### config.mk
export PLATFORM = sky130hd
export DESIGN_NAME = ring_rx_arbiter_flat
export DESIGN_NICKNAME = d
export VERILOG_FILES = /design/src/rtl/ring_rx_arbiter_if.sv /design/src/rtl/ring_rx_arbiter.sv /design/src/flat_wrapper.sv
export SDC_FILE = /design/constraint.sdc
export NUM_CORES = 1
export LEC_CHECK = 0
export BUFFER_PORTS_ARGS = -buffer_cell sky130_fd_sc_hd__buf_2
export CORE_ASPECT_RATIO = 1.4
export CORE_UTILIZATION = 55
export DETAILED_ROUTE_END_ITERATION = 8
export PLACE_DENSITY = 0.73
export SKIP_CTS_REPAIR_TIMING = 1
export SYNTH_ARGS = -nofsm -noshare
export SYNTH_HDL_FRONTEND = slang
export SYNTH_SLANG_ARGS = --single-unit
export TNS_END_PERCENT = 20
### constraint.sdc
create_clock -name clk -period 4 [get_ports clk]
set_clock_uncertainty 0.2 [all_clocks]
set_input_delay 0 -clock clk [delete_from_list [all_inputs] [get_ports clk]]
set_output_delay 0 -clock clk [all_outputs]
set_load 0.02 [all_outputs]
### src/rtl/ring_rx_arbiter_if.sv
// rtl/ring_rx_arbiter_if.sv - source/output handshake bundle for the ring node receive arbiter
interface ring_rx_arbiter_if #(
  parameter int WIDTH = 32
);
  logic             left_valid;
  logic [WIDTH-1:0] left_data;
  logic             left_ready;
  logic             self_valid;
  logic [WIDTH-1:0] self_data;
  logic             self_ready;
  logic             right_valid;
  logic [WIDTH-1:0] right_data;
  logic             right_ready;
  logic             out_valid;
  logic [WIDTH-1:0] out_data;
  logic [1:0]       out_src;
  logic             out_ready;

  // master: the sources plus the node controller; slave: the arbiter itself
  modport master (
    output left_valid, left_data, self_valid, self_data,
    output right_valid, right_data, out_ready,
    input  left_ready, self_ready, right_ready,
    input  out_valid, out_data, out_src
  );

  modport slave (
    input  left_valid, left_data, self_valid, self_data,
    input  right_valid, right_data, out_ready,
    output left_ready, self_ready, right_ready,
    output out_valid, out_data, out_src
  );
endinterface

### src/rtl/ring_rx_arbiter.sv
// rtl/ring_rx_arbiter.sv - buffered round-robin arbiter over left/self/right receive FIFOs
// Optional grant statistics counters are enabled by defining RX_ARB_STATS_EN.
module ring_rx_arbiter #(
  parameter int WIDTH = 32,
  parameter int DEPTH = 4
) (
  input  logic                 clk,
  input  logic                 rst_n,
  ring_rx_arbiter_if.slave     rx
`ifdef RX_ARB_STATS_EN
  ,
  output logic [15:0]          grant_cnt_left,
  output logic [15:0]          grant_cnt_self,
  output logic [15:0]          grant_cnt_right
`endif
);

  localparam int             AW       = $clog2(DEPTH);
  localparam logic [AW:0]    CNT_FULL = (AW+1)'(DEPTH);
  localparam int             NSRC     = 3;

  // Source index 0 = left, 1 = self, 2 = right; matches the out_src encoding.
  logic             src_valid [NSRC];
  logic [WIDTH-1:0] src_data  [NSRC];
  logic             src_ready [NSRC];
  logic             push      [NSRC];
  logic             pop       [NSRC];

  logic [WIDTH-1:0] mem_q    [NSRC][DEPTH];
  logic [WIDTH-1:0] mem_d    [NSRC][DEPTH];
  logic [AW-1:0]    wr_ptr_q [NSRC];
  logic [AW-1:0]    wr_ptr_d [NSRC];
  logic [AW-1:0]    rd_ptr_q [NSRC];
  logic [AW-1:0]    rd_ptr_d [NSRC];
  logic [AW:0]      cnt_q    [NSRC];
  logic [AW:0]      cnt_d    [NSRC];

  logic [1:0]       rr_q, rr_d;
  logic             out_valid_q, out_valid_d;
  logic [WIDTH-1:0] out_data_q, out_data_d;
  logic [1:0]       out_src_q, out_src_d;

  logic             load;
  logic             grant_found;
  logic [1:0]       grant_idx;
  logic [2:0]       scan_sum;
  logic [1:0]       scan_idx;

  always_comb begin
    src_valid[0] = rx.left_valid;
    src_valid[1] = rx.self_valid;
    src_valid[2] = rx.right_valid;
    src_data[0]  = rx.left_data;
    src_data[1]  = rx.self_data;
    src_data[2]  = rx.right_data;
    for (int i = 0; i < NSRC; i++) begin
      src_ready[i] = (cnt_q[i] != CNT_FULL);
      push[i]      = src_valid[i] & src_ready[i];
    end
  end

  assign rx.left_ready  = src_ready[0];
  assign rx.self_ready  = src_ready[1];
  assign rx.right_ready = src_ready[2];

  // Scan left->self->right starting at the rr pointer; first non-empty FIFO wins.
  always_comb begin
    grant_found = 1'b0;
    grant_idx   = 2'd0;
    scan_sum    = 3'd0;
    scan_idx    = 2'd0;
    for (int k = 0; k < NSRC; k++) begin
      scan_sum = {1'b0, rr_q} + 3'(k);
      scan_idx = (scan_sum >= 3'd3) ? 2'(scan_sum - 3'd3) : scan_sum[1:0];
      if (!grant_found && (cnt_q[scan_idx] != '0)) begin
        grant_found = 1'b1;
        grant_idx   = scan_idx;
      end
    end
  end

  // The output register only reloads when empty or being drained this cycle.
  assign load = !out_valid_q | rx.out_ready;

  always_comb begin
    out_valid_d = out_valid_q;
    out_data_d  = out_data_q;
    out_src_d   = out_src_q;
    rr_d        = rr_q;
    for (int i = 0; i < NSRC; i++) begin
      pop[i] = load & grant_found & (grant_idx == 2'(i));
    end
    if (load) begin
      if (grant_found) begin
        out_valid_d = 1'b1;
        out_data_d  = mem_q[grant_idx][rd_ptr_q[grant_idx]];
        out_src_d   = grant_idx;
        rr_d        = (grant_idx == 2'd2) ? 2'd0 : grant_idx + 2'd1;
      end else begin
        out_valid_d = 1'b0;
        out_data_d  = '0;
        out_src_d   = 2'd0;
      end
    end
  end

  always_comb begin
    for (int i = 0; i < NSRC; i++) begin
      mem_d[i]    = mem_q[i];
      wr_ptr_d[i] = wr_ptr_q[i] + AW'(push[i]);
      rd_ptr_d[i] = rd_ptr_q[i] + AW'(pop[i]);
      cnt_d[i]    = cnt_q[i] + (AW+1)'(push[i]) - (AW+1)'(pop[i]);
      if (push[i]) begin
        mem_d[i][wr_ptr_q[i]] = src_data[i];
      end
    end
  end

  always_ff @(posedge clk or negedge rst_n) begin
    if (!rst_n) begin
      for (int i = 0; i < NSRC; i++) begin
        for (int j = 0; j < DEPTH; j++) begin
          mem_q[i][j] <= '0;
        end
        wr_ptr_q[i] <= '0;
        rd_ptr_q[i] <= '0;
        cnt_q[i]    <= '0;
      end
      rr_q        <= 2'd0;
      out_valid_q <= 1'b0;
      out_data_q  <= '0;
      out_src_q   <= 2'd0;
    end else begin
      for (int i = 0; i < NSRC; i++) begin
        mem_q[i]    <= mem_d[i];
        wr_ptr_q[i] <= wr_ptr_d[i];
        rd_ptr_q[i] <= rd_ptr_d[i];
        cnt_q[i]    <= cnt_d[i];
      end
      rr_q        <= rr_d;
      out_valid_q <= out_valid_d;
      out_data_q  <= out_data_d;
      out_src_q   <= out_src_d;
    end
  end

  assign rx.out_valid = out_valid_q;
  assign rx.out_data  = out_data_q;
  assign rx.out_src   = out_src_q;

`ifdef RX_ARB_STATS_EN
  logic [15:0] stat_q [NSRC];
  logic [15:0] stat_d [NSRC];

  // A grant is counted when the word actually leaves the output register.
  always_comb begin
    for (int i = 0; i < NSRC; i++) begin
      stat_d[i] = stat_q[i];
      if (out_valid_q && rx.out_ready && (out_src_q == 2'(i)) && (stat_q[i] != 16'hFFFF)) begin
        stat_d[i] = stat_q[i] + 16'd1;
      end
    end
  end

  always_ff @(posedge clk or negedge rst_n) begin
    if (!rst_n) begin
      for (int i = 0; i < NSRC; i++) begin
        stat_q[i] <= '0;
      end
    end else begin
      for (int i = 0; i < NSRC; i++) begin
        stat_q[i] <= stat_d[i];
      end
    end
  end

  assign grant_cnt_left  = stat_q[0];
  assign grant_cnt_self  = stat_q[1];
  assign grant_cnt_right = stat_q[2];
`endif

endmodule
### src/flat_wrapper.sv
// flat-port wrapper written by rule: the top's interface ports become plain ports
module ring_rx_arbiter_flat 
#(
  parameter int WIDTH = 32,
  parameter int DEPTH = 4
)
  (clk, rst_n, rx_left_valid, rx_left_data, rx_self_valid, rx_self_data, rx_right_valid, rx_right_data, rx_out_ready, rx_left_ready, rx_self_ready, rx_right_ready, rx_out_valid, rx_out_data, rx_out_src);
  ring_rx_arbiter_if #(.WIDTH(WIDTH)) rx_i ();
  input  logic clk;
  input  logic rst_n;
  input wire logic [$bits(rx_i.left_valid)-1:0] rx_left_valid;
  input wire logic [$bits(rx_i.left_data)-1:0] rx_left_data;
  input wire logic [$bits(rx_i.self_valid)-1:0] rx_self_valid;
  input wire logic [$bits(rx_i.self_data)-1:0] rx_self_data;
  input wire logic [$bits(rx_i.right_valid)-1:0] rx_right_valid;
  input wire logic [$bits(rx_i.right_data)-1:0] rx_right_data;
  input wire logic [$bits(rx_i.out_ready)-1:0] rx_out_ready;
  output wire logic [$bits(rx_i.left_ready)-1:0] rx_left_ready;
  output wire logic [$bits(rx_i.self_ready)-1:0] rx_self_ready;
  output wire logic [$bits(rx_i.right_ready)-1:0] rx_right_ready;
  output wire logic [$bits(rx_i.out_valid)-1:0] rx_out_valid;
  output wire logic [$bits(rx_i.out_data)-1:0] rx_out_data;
  output wire logic [$bits(rx_i.out_src)-1:0] rx_out_src;
  assign rx_i.left_valid = rx_left_valid;
  assign rx_i.left_data = rx_left_data;
  assign rx_i.self_valid = rx_self_valid;
  assign rx_i.self_data = rx_self_data;
  assign rx_i.right_valid = rx_right_valid;
  assign rx_i.right_data = rx_right_data;
  assign rx_i.out_ready = rx_out_ready;
  assign rx_left_ready = rx_i.left_ready;
  assign rx_self_ready = rx_i.self_ready;
  assign rx_right_ready = rx_i.right_ready;
  assign rx_out_valid = rx_i.out_valid;
  assign rx_out_data = rx_i.out_data;
  assign rx_out_src = rx_i.out_src;
  ring_rx_arbiter #(.WIDTH(WIDTH), .DEPTH(DEPTH)) u_core (.clk(clk), .rst_n(rst_n), .rx(rx_i));
endmodule
After elaboration in Yosys (flattened, before gate mapping)
Index checks and enable logic that the tools add are counted.
- register bits: 442
- logic and storage cells: 131
- add/sub/neg operators: 18
- $lt $le $gt $ge: 14
- equality and inequality tests: 5
- multiplexer cells: 40
- bitwise logic cells: 16
- reductions and logical operators: 13
- operators with widths (operator ; number):
    $bwmux W128 ; 3
    $bmux W128 S2 ; 1
    $mux W128 ; 2
    $demux W32 S2 ; 3
    $mux W32 ; 6
    $bmux W32 S2 ; 1
    $ge A3 B3 Y1 const B ; 8
    $not A2 Y3 ; 8
    $mux W2 ; 10
    $bmux W3 S2 ; 3
    $mux W3 ; 6
    $add A2 B1 Y2 ; 6
    $add A3 B1 Y3 ; 3
    $lt A3 B1 Y1 const B ; 3
    $ne A3 B3 Y1 const B ; 3
    $reduce_bool A3 Y1 ; 3
    $sub A3 B1 Y3 ; 3
    $and A1 B1 Y1 ; 7
    $ge A3 B2 Y1 const B ; 2
    $sub A2 B2 Y2 const B ; 3
    $logic_and A1 B1 Y1 ; 5
    $bmux W2 S2 ; 1
    $mux W1 ; 4
    $add A2 B1 Y3 const B ; 1
    9 further kinds ; 11

Logic depth before layout (Yosys ltp)
Gate-level depths: netlist of the first run.
- depth after elaboration: 23
- depth in mapped cells: 16
- mapped depth without buffers: 15

Least setup slack after synthesis of the first run
OpenSTA, ideal clock, no wires.
- kind: register -> register
- start point: register u_core.rr_q[0]
- end point: register u_core.cnt_q[8] (netlist name)
- library setup time: 123 ps
- arrival: 3108 ps
- data required time: 3677 ps
- slack: 569 ps
- cell stages (with the launch flop): 17
- period minus slack after synthesis: 3431 ps
- cell sequence: dfrtp_1 > inv_1 > ha_1 > nor4_1 > a21oi_1 > a211o_1 > and2_1 > clkbuf_1 > buf_2 > clkbuf_1 > nand2_1 > xnor2_1 > ha_1 > inv_1 > fa_1 > xnor2_1 > xnor2_1
- RTL lines (what ; line ; text):
    from (decl) ; ring_rx_arbiter.sv:38 ; logic [1:0] rr_q, rr_d;
    from (signal assigned) ; ring_rx_arbiter.sv:140 ; rr_q <= rr_d;
    to (signal, indexed assignment) ; ring_rx_arbiter.sv:138 ; cnt_q[i] <= cnt_d[i];
    to (decl) ; ring_rx_arbiter.sv:35 ; logic [AW:0] cnt_q [NSRC];

==> results.md, run 1 <==
* Comb pwr share at 0.486
* Placed Cells at 2234
* Period minus WS final at 3590 ps
* Slew @ Worst Pin at 973 ps
* Final Wtd Congestion at 0.821
* Total global-route track usage at 0.287
* XOR/XNOR Fraction of Synth Area at 0.00789
* Clock sink count at 442
* Area of the multi-input gates at 8470 µm²
* Post-DP HPWL at 30800 µm
* Worst-Skew Late Latency at 550 ps
* Fin area at 23700 µm²
* Die H at 228 µm
* Endpoint class of the critical path: flip-flop
* Worst r2r path cells at 15
* Fmax at 278 MHz
* Hold slack at -44.0 ps
* Initial core utilization at 0.558
* Sw frac at 0.404
* Setup TNS at 0 ps
* Synthesized Nets at 1825
* Largest family of logic cells by synthesized area: multiplexers
* CTS buffer count at 44
* Hold Path Class: input pin to async pin
* Final cell count without fillers at 2415
* Power Dens Cells at 1000 nW/µm²
* Max Cap Viol at 0
* P&R area growth vs syn at 18.8%
* Average size of a mapped cell at 11.7 µm²
* Yosys reg bits at 442
* R2r endpoint: u_core.cnt_q[5]
* Drt drc at 0
* Finished Core Util at 0.663
* Flop pwr share at 0.340
* Switching pwr at 0.00964 W
* Status: complete, but fails checks
* Post-synth EDFFs at 0
* Area fraction in compound gates after synthesis at 0.0934
* Via density at 6.00
* GRT met2 Usage at 0.497
* Register area at 11100 µm²
* CTS root buf: clkbuf_16
* Clock share of power at 0.174
* Die width at 163 µm
* Vias at 14494
* Drt first pass iters at 5
* Power Internal at 0.0142 W
* Synthesized-area fraction occupied by adder cells at 0.00927
* Final Power at 0.0239 W
* Synth warn at 0
* VDD IR-drop max at 0.963 mV
* Fill count at 2674
* Crit path required time at 4230 ps
* Cells after Synth at 1710
* IO buf count at 139
* CTS H-tree depth at 2
* # setup viols final at 0
* Boundary pin count at 140
* Register area share after synthesis at 0.554
* Largest net degree at the start of global routing at 201
* Hold Vio Cnt, Final at 59
* CP arrival at 3820 ps
* Asr flop ratio synth at 1.00
* Post-layout net count at 2034
* Clk slew on worst S/H paths at 60 ps
* Post-Syn Area at 20000 µm²
* Static Leak at 10.5 nW
* Core Area at 35800 µm²
* Post-DP Area at 21300 µm²
* Clock buffer depth at 3
* Failing checks: negative hold slack
* Ratio of cells with drive above 1 in the final layout at 0.331
* Worst rel slew slack at 0.352
* Routed len/inst at 21.7 µm
* Setup crit start kind: flip-flop
* Drt initial violations at 1094
* GR Layer Usage met1 at 0.345
* Row cnt at 82
* GRT busiest layer: met2
* DIE AREA at 37100 µm²
* Post-Route WL at 52400 µm
* Post-synthesis mux area share at 0.217
* First-pass GRT wire length at 81000 µm
* CP Class: flip-flop to flip-flop
* Primary FF master, synth: dfrtp_1
* Crit Path Max Fanout at 7
* DRT antenna net count at 0
* Unrepaired setup endpoints after global routing: false
* Worst R2R Start: u_core.rr_q[0]
* Post-synthesis simple-gate area fraction at 0.0933
* Final Max Slew Viols at 0
* Fin crit share at 0.898
* Met3 usage at 0.0565
* Reg-to-reg slack, setup at 410 ps
* Initial antenna violation count at 2
* TritonCTS clock tree: yes
* Distinct cell type count after synthesis at 44
* Vias in the first global route at 14746
* Overflow after GRT at 0
[power by group through the flow]
stage	clock network (W)	logic (W)	registers, W
6_report	0.00415	0.0116	0.00812
3_5_place_dp	0	0.0114	0.00814
5_1_grt	0.00439	0.0126	0.00838
2_1_floorplan	0	0.00834	0.00793
3_3_place_gp	0	0.0111	0.00801
4_1_cts	0.00422	0.0115	0.00808
[layout by cell type, fill, tap and decap left out, types with 4 or more instances in the layout]
cell,n
ha_1,10
o211ai_1,34
nor3_2,4
clkbuf_1,14
clkbuf_8,8
a21oi_1,36
mux2_2,384
inv_1,12
clkinv_2,5
nor2_1,139
o21bai_1,32
buf_4,29
xor2_1,4
buf_2,138
dlygate4sd3_1,101
nor2b_1,5
a31oi_1,33
buf_12,10
xnor2_1,14
nand2_1,303
a311oi_1,96
dfrtp_1,442
clkbuf_16,46
[Yosys cell counts (10+ instances only)]
| cell type | instances | area share |
|---|---|---|
| dfrtp_1 | 442 | 0.55 |
| mux2_2 | 384 | 0.22 |
| nand2_1 | 306 | 0.057 |
| nor2_1 | 139 | 0.026 |
| a311oi_1 | 96 | 0.042 |
| clkbuf_1 | 71 | 0.013 |
| a21oi_1 | 36 | 0.0090 |
| o211ai_1 | 34 | 0.013 |
| a31oi_1 | 33 | 0.010 |
| o21bai_1 | 32 | 0.012 |
| buf_1 | 25 | 0.0047 |
| buf_2 | 18 | 0.0045 |
| xnor2_1 | 14 | 0.0061 |
| inv_1 | 12 | 0.0023 |
| ha_1 | 10 | 0.0063 |
[worst max path at each step]
stage          cells after the start            from  slack [ps]               to
5_1_grt                           15  u_core.rr_q[0]         120  u_core.cnt_q[5]
3_5_place_dp                      15  u_core.rr_q[0]         450  u_core.cnt_q[5]
3_3_place_gp                      15  u_core.rr_q[0]         590  u_core.cnt_q[5]
4_1_cts                           15  u_core.rr_q[0]         410  u_core.cnt_q[5]
6_report                          15  u_core.rr_q[0]         410  u_core.cnt_q[5]
2_1_floorplan                     16  u_core.rr_q[0]         570  u_core.cnt_q[8]
[sequential cells by signal, indices dropped and copies added (netlist names)]
signal and cells:
u_core.wr_ptr_q 6, u_core.cnt_q 9, u_core.rx.out_src 2, u_core.rx.out_data 32, u_core.rr_q 2, u_core.rx.out_valid 1, u_core.rd_ptr_q 6, u_core.mem_q 384
[stage by stage]
step	hold slack (ps)	setup slack [ps]
detailed placement	-27.4	452
global route	32.6	121
finish	-44.0	408
floorplan	-496	569
global placement	-37.1	589
CTS	-599	412
[cells by family after synthesis]
family | after synthesis
mux | 385
fa+ha+maj | 13
xor+xnor | 18
simple gates | 476
compound gates | 248
flops | 442
buf+inv | 128
[routing by layer]
layer,up-vias,part of all wire,wire length [µm]
met1,7406,0.40,20900
met2,480,0.51,26800
li1,6469,-,-
met4,0,0.035,1850
met5,-,0,0
met3,139,0.054,2830
[critical path, cell delays in order, from the launching register on]
cell      delay, ps
dfrtp_1         400
inv_1           110
ha_1            300
nor4_1          120
a211oi_2        310
nor2_1           90
o211ai_1        120
nor2b_1         320
and2_1          240
nand2_1         170
xnor2_1         190
ha_1            170
inv_1            60
fa_1            400
xnor2_1         140
xnor2_1         120
[final cells by class]
type,count,area share
tap,462,0.0244
sequential,442,0.466
antenna,3,0.000316
clock inverter,9,0.00553
timing repair buffer,279,0.0899
inverter,12,0.00190
clock buffer,68,0.0553
multi-input combinational,1140,0.357
No activity file was read; power rests on OpenSTA's default activity.
==> run 2, diff against run 1 <==
Settings changed: MAX_ROUTING_LAYER from default to met4, PLACE_DENSITY 0.73 to 0.74, REMOVE_ABC_BUFFERS from default to 1.
==> results.md, run 2 (synthesized netlist as in run 1, its figures left out) <==
* Comb pwr share at 0.480
* Crit. path cell count at 12
* Final Power at 0.0238 W
* Slew @ Worst Pin at 771 ps
* Worst rel slew slack at 0.484
* Core Area at 35800 µm²
* Area of the multi-input gates at 8470 µm²
* Setup crit start kind: flip-flop
* Slowest stage delay, CP at 550 ps
* DIE AREA at 37100 µm²
* Flop pwr share at 0.342
* Switching pwr at 0.00958 W
* Register area at 11100 µm²
* Top Layer Used: met4
* Initial antenna violation count at 0
* Sw frac at 0.403
* Vias at 14424
* Status: finished clean
* Static Leak at 10.5 nW
* Post-Route WL at 51900 µm
* Ratio of cells with drive above 1 in the final layout at 0.335
* Fmax at 268 MHz
* Power Internal at 0.0142 W
* CP arrival at 4000 ps
* Fill count at 2665
* Routed len/inst at 21.6 µm
* Drt initial violations at 899
* Most common cell after layout, fill and taps aside: dfrtp_1
* Clock sink count at 442
* R2r endpoint: u_core.rx.out_data[8]
* Clock buffer depth at 3
* Dpl ws at 409 ps
* VDD IR-drop max at 0.917 mV
* Crit path from: u_core.rr_q[0]
* Most frequent cells in the layout: dfrtp_1, mux2_2, nand2_1
* Worst R2R Start: u_core.rr_q[0]
* P&R area growth vs syn at 18.9%
* Worst r2r path cells at 12
* CTS root buf: clkbuf_16
* Worst-Skew Late Latency at 550 ps
* CP Cell Sequence: inv_1 > ha_1 > nor4_1 > a211oi_2 > nor3b_2 > o21ai_4 > buf_4 > buf_4 > nor2_1 > a311oi_1 > a21oi_1 > o211ai_1
* Unrepaired setup endpoints after global routing: false
* Buf/Inv on CP at 3
* Power Dens Cells at 1000 nW/µm²
* CTS buffer count at 43
* Vias in the first global route at 14383
* Hold Vio Cnt, Final at 0
* Clk slew on worst S/H paths at 60 ps
* CP Class: flip-flop to flip-flop
* Crit-path slowest cell: buf_4
* Period minus WS final at 3730 ps
* Antenna diodes at 0
* Reg-to-reg slack, setup at 270 ps
* First-pass GRT wire length at 79300 µm
* # setup viols final at 0
* Post-DP HPWL at 29500 µm
* Total global-route track usage at 0.290
* Drt drc at 0
* Boundary pin count at 140
* Row cnt at 82
* Max Cap Viol at 0
* CTS H-tree depth at 2
* Final Wtd Congestion at 0.822
* DRT antenna net count at 0
* Crit Path Max Fanout at 62
* Crit path required time at 4270 ps
* Initial core utilization at 0.558
* Largest net degree at the start of global routing at 130
* Die width at 163 µm
* Met2 WL at 26100 µm
* Overflow after GRT at 0
* Reg with most FFs: u_core.mem_q
* Endpoint class of the critical path: flip-flop
* Drt first pass iters at 5
* Hold Path Class: input pin to flip-flop
* TritonCTS clock tree: yes
* Die H at 228 µm
* Clock share of power at 0.177
* Crit path max-delay family: buffers and inverters
* M1 wire length at 21600 µm
* Met3 Routed Length at 2630 µm
* CP dominant cell by count: buf_4
* Worst setup endpoint: u_core.rx.out_data[8]
* Setup ws final at 271 ps
* Fin crit share at 0.932
* Via density at 5.99
* Final Max Slew Viols at 0
* IO buf count at 139
* Post-layout net count at 2030
* Largest register FFs at 384
run 2: cell count changes in the layout (fill, tap and decap cells not counted), sizes merged:
| cell | delta |
|---|---|
| buf | -4 |
| dlygate4sd3 | +1 |
| bufinv | +1 |
| diode | -3 |
| clkinvlp | +1 |
| clkbuf | -11 |
| clkinv | +8 |
run 2: metrics by stage:
stage | cell area, µm² | instances | hold slack [ps] | utilization | setup TNS [ps]
2_1_floorplan | 19500 | 1594 | -496 | - | -205430
3_3_place_gp | 21200 | 2229 | -118 | 0.593 | 0
3_5_place_dp | 21200 | 2229 | -108 | 0.593 | 0
4_1_cts | 22700 | 2305 | -691 | 0.634 | 0
5_1_grt | 23800 | 2408 | 49.3 | 0.664 | 0
6_report | 23800 | 2408 | 53.8 | 0.664 | 0
run 2: cell type report:
type,count,area share
clock buffers,57,0.0535
clock inverters,19,0.00864
inverters,12,0.00190
multi-input cells,1140,0.356
flip-flops and latches,442,0.465
well taps,462,0.0243
repair buffers,276,0.0898
run 2: power by group through the flow:
| stage | Sequential, W | Clock (W) | Combinational (W) |
|---|---|---|---|
| 2_1_floorplan | 0.00792 | 0 | 0.00782 |
| 3_3_place_gp | 0.00803 | 0 | 0.0109 |
| 3_5_place_dp | 0.00815 | 0 | 0.0113 |
| 4_1_cts | 0.00809 | 0.00428 | 0.0113 |
| 5_1_grt | 0.00838 | 0.00445 | 0.0125 |
| 6_report | 0.00814 | 0.00422 | 0.0114 |
run 2: worst min-delay path: cells and delay by family:
| family | cells | cell delay (ps) |
|---|---|---|
| buffers and inverters | 2 | 630 |
| multiplexers | 1 | 140 |
run 2: worst min path at each step:
| stage | from | to | slack [ps] | cells past startpoint |
|---|---|---|---|---|
| final | rx_self_data[18] | u_core.mem_q[210] | 50 | 3 |
| after global routing | rx_self_data[18] | u_core.mem_q[210] | 50 | 3 |
| after CTS | rst_n | u_core.mem_q[364] | -690 | 1 |
| after detailed placement | rst_n | u_core.mem_q[270] | -110 | 1 |
| after global placement | rst_n | u_core.mem_q[302] | -120 | 1 |
| after floorplan | rst_n | u_core.cnt_q[0] | -500 | 0 |
run 2: per-layer routing:
layer / vias up / global-route usage
met1: 7375 / 0.365
li1: 6469 / -
met4: 0 / 0.112
met5: - / -
met2: 461 / 0.478
met3: 119 / 0.0386
==> run 3, diff against run 2 <==
Settings changed: REMOVE_ABC_BUFFERS 1 to default.
==> results.md, run 3 (synthesized netlist as in run 1, its figures left out) <==
* CTS root buf: clkbuf_16
* Initial core utilization at 0.558
* VDD IR-drop max at 1.13 mV
* Slew @ Worst Pin at 1020 ps
* CP Cell Sequence: inv_1 > ha_1 > nor4_1 > a211oi_2 > nor3b_2 > o21ai_4 > buf_4 > nor2_1 > xnor2_1 > ha_1 > inv_1 > fa_1 > xnor2_1 > xnor2_1
* Vias in the first global route at 14513
* Period minus WS final at 3690 ps
* Post-layout net count at 2033
* P&R area growth vs syn at 19.4%
* Power Internal at 0.0145 W
* Post-DP HPWL at 29900 µm
* Final Wtd Congestion at 0.847
* Clk slew on worst S/H paths at 60 ps
* First-pass GRT wire length at 78700 µm
* Setup crit start kind: flip-flop
* Max Cap Viol at 0
* Most frequent cells in the layout: dfrtp_1, mux2_2, nand2_1
* CTS H-tree depth at 2
* Finished Core Util at 0.666
* Clock share of power at 0.178
* Sw frac at 0.400
* Flop pwr share at 0.336
* Ratio of cells with drive above 1 in the final layout at 0.333
* Boundary pin count at 140
* Largest register FFs at 384
* Vias at 14542
* Fin area at 23800 µm²
* Hold_sp: rx_left_data[15]
* WHS Path Cells at 3
* Drt first pass iters at 5
* Final cell count without fillers at 2418
* DIE AREA at 37100 µm²
* Switching pwr at 0.00965 W
* CP Class: flip-flop to flip-flop
* Row cnt at 82
* Setup TNS at 0 ps
* R2r endpoint: u_core.cnt_q[2]
* Crit-path slowest cell: nor4_1
* Total global-route track usage at 0.289
* Die H at 228 µm
* Largest net degree at the start of global routing at 241
* # setup viols final at 0
* Static Leak at 10.5 nW
* Worst r2r path cells at 14
* CP arrival at 3940 ps
* Die width at 163 µm
* Crit path required time at 4250 ps
* Hold Path Class: input pin to flip-flop
* TritonCTS clock tree: yes
* Final Max Slew Viols at 0
* Post-Route WL at 51700 µm
* DRT antenna net count at 0
* Unrepaired setup endpoints after global routing: false
* Endpoint class of the critical path: flip-flop
* Status: finished clean
* IO buf count at 139
* Power Dens Cells at 1010 nW/µm²
* Reg with most FFs: u_core.mem_q
* Comb pwr share at 0.486
* Drt drc at 0
* Fin crit share at 0.922
* Initial antenna violation count at 2
* Post-DP Area at 21300 µm²
* Clock sink count at 442
* Worst rel slew slack at 0.322
* Worst R2R Start: u_core.rr_q[0]
* Drt initial violations at 930
* Crit Path Max Fanout at 18
* Fmax at 271 MHz
* Most common cell after layout, fill and taps aside: dfrtp_1
* Overflow after GRT at 0
* Hold EP: u_core.mem_q[367]
* Via density at 6.01
* Placed Cells at 2233
* Routed len/inst at 21.4 µm
* Slowest stage delay, CP at 500 ps
* CP dominant cell by count: xnor2_1
* Hold Vio Cnt, Final at 0
* Worst-Skew Late Latency at 560 ps
* CTS buffer count at 42
* Reg-to-reg slack, setup at 310 ps
* Clock buffer depth at 3
* Core Area at 35800 µm²
## run 3: final cells by class
type                       instances  area, µm²
antenna                            4       10.0
clock buffer                      61       1260
clock inverter                    17        241
fill                            2619      12000
inverter                          12       45.0
multi-input combinational       1140       8470
sequential                       442      11100
tap                              462        578
timing repair buffer             280       2180
## run 3: worst max-delay path by stage
stage                              start              end  slack, ps  depth (start not counted)
after floorplan           u_core.rr_q[0]  u_core.cnt_q[8]        570                         16
after global placement    u_core.rr_q[0]  u_core.cnt_q[2]        530                         14
after detailed placement  u_core.rr_q[0]  u_core.cnt_q[2]        330                         14
after CTS                 u_core.rr_q[0]  u_core.cnt_q[2]        320                         14
after global routing      u_core.rr_q[0]  u_core.cnt_q[5]         50                         15
final                     u_core.rr_q[0]  u_core.cnt_q[2]        310                         14
## run 3: power groups by stage
stage | logic [W] | registers [W] | clock network (W)
floorplan | 0.00834 | 0.00793 | 0
finish | 0.0117 | 0.00811 | 0.00430
CTS | 0.0116 | 0.00807 | 0.00434
global route | 0.0128 | 0.00836 | 0.00453
global placement | 0.0112 | 0.00801 | 0
detailed placement | 0.0115 | 0.00812 | 0
## run 3: per-layer routing
layer	vias up	GRT usage	routed length, µm
met5	-	-	0
met4	0	0.131	1940
met3	150	0.0437	2830
met2	496	0.478	26100
met1	7408	0.349	20800
li1	6488	-	-
## run 3: metrics by stage
step           total power, W  worst slack (ps)  hold slack, ps
6_report               0.0241               313            53.9
5_1_grt                0.0257              53.1            61.7
4_1_cts                0.0240               316            -653
3_5_place_dp           0.0197               334           -70.6
3_3_place_gp           0.0192               528           -71.2
2_1_floorplan          0.0163               569            -496
## run 3: worst max-delay path, delay by kind of cell (launching register included)
kind | cells | cell delay (ps)
and+or+nand+nor | 3 | 1090
adders and majority gates | 3 | 840
xor gates and xnor gates | 3 | 440
DFF | 1 | 380
buffers and inverters | 3 | 360
AOI/OAI and AO/OA | 2 | 260
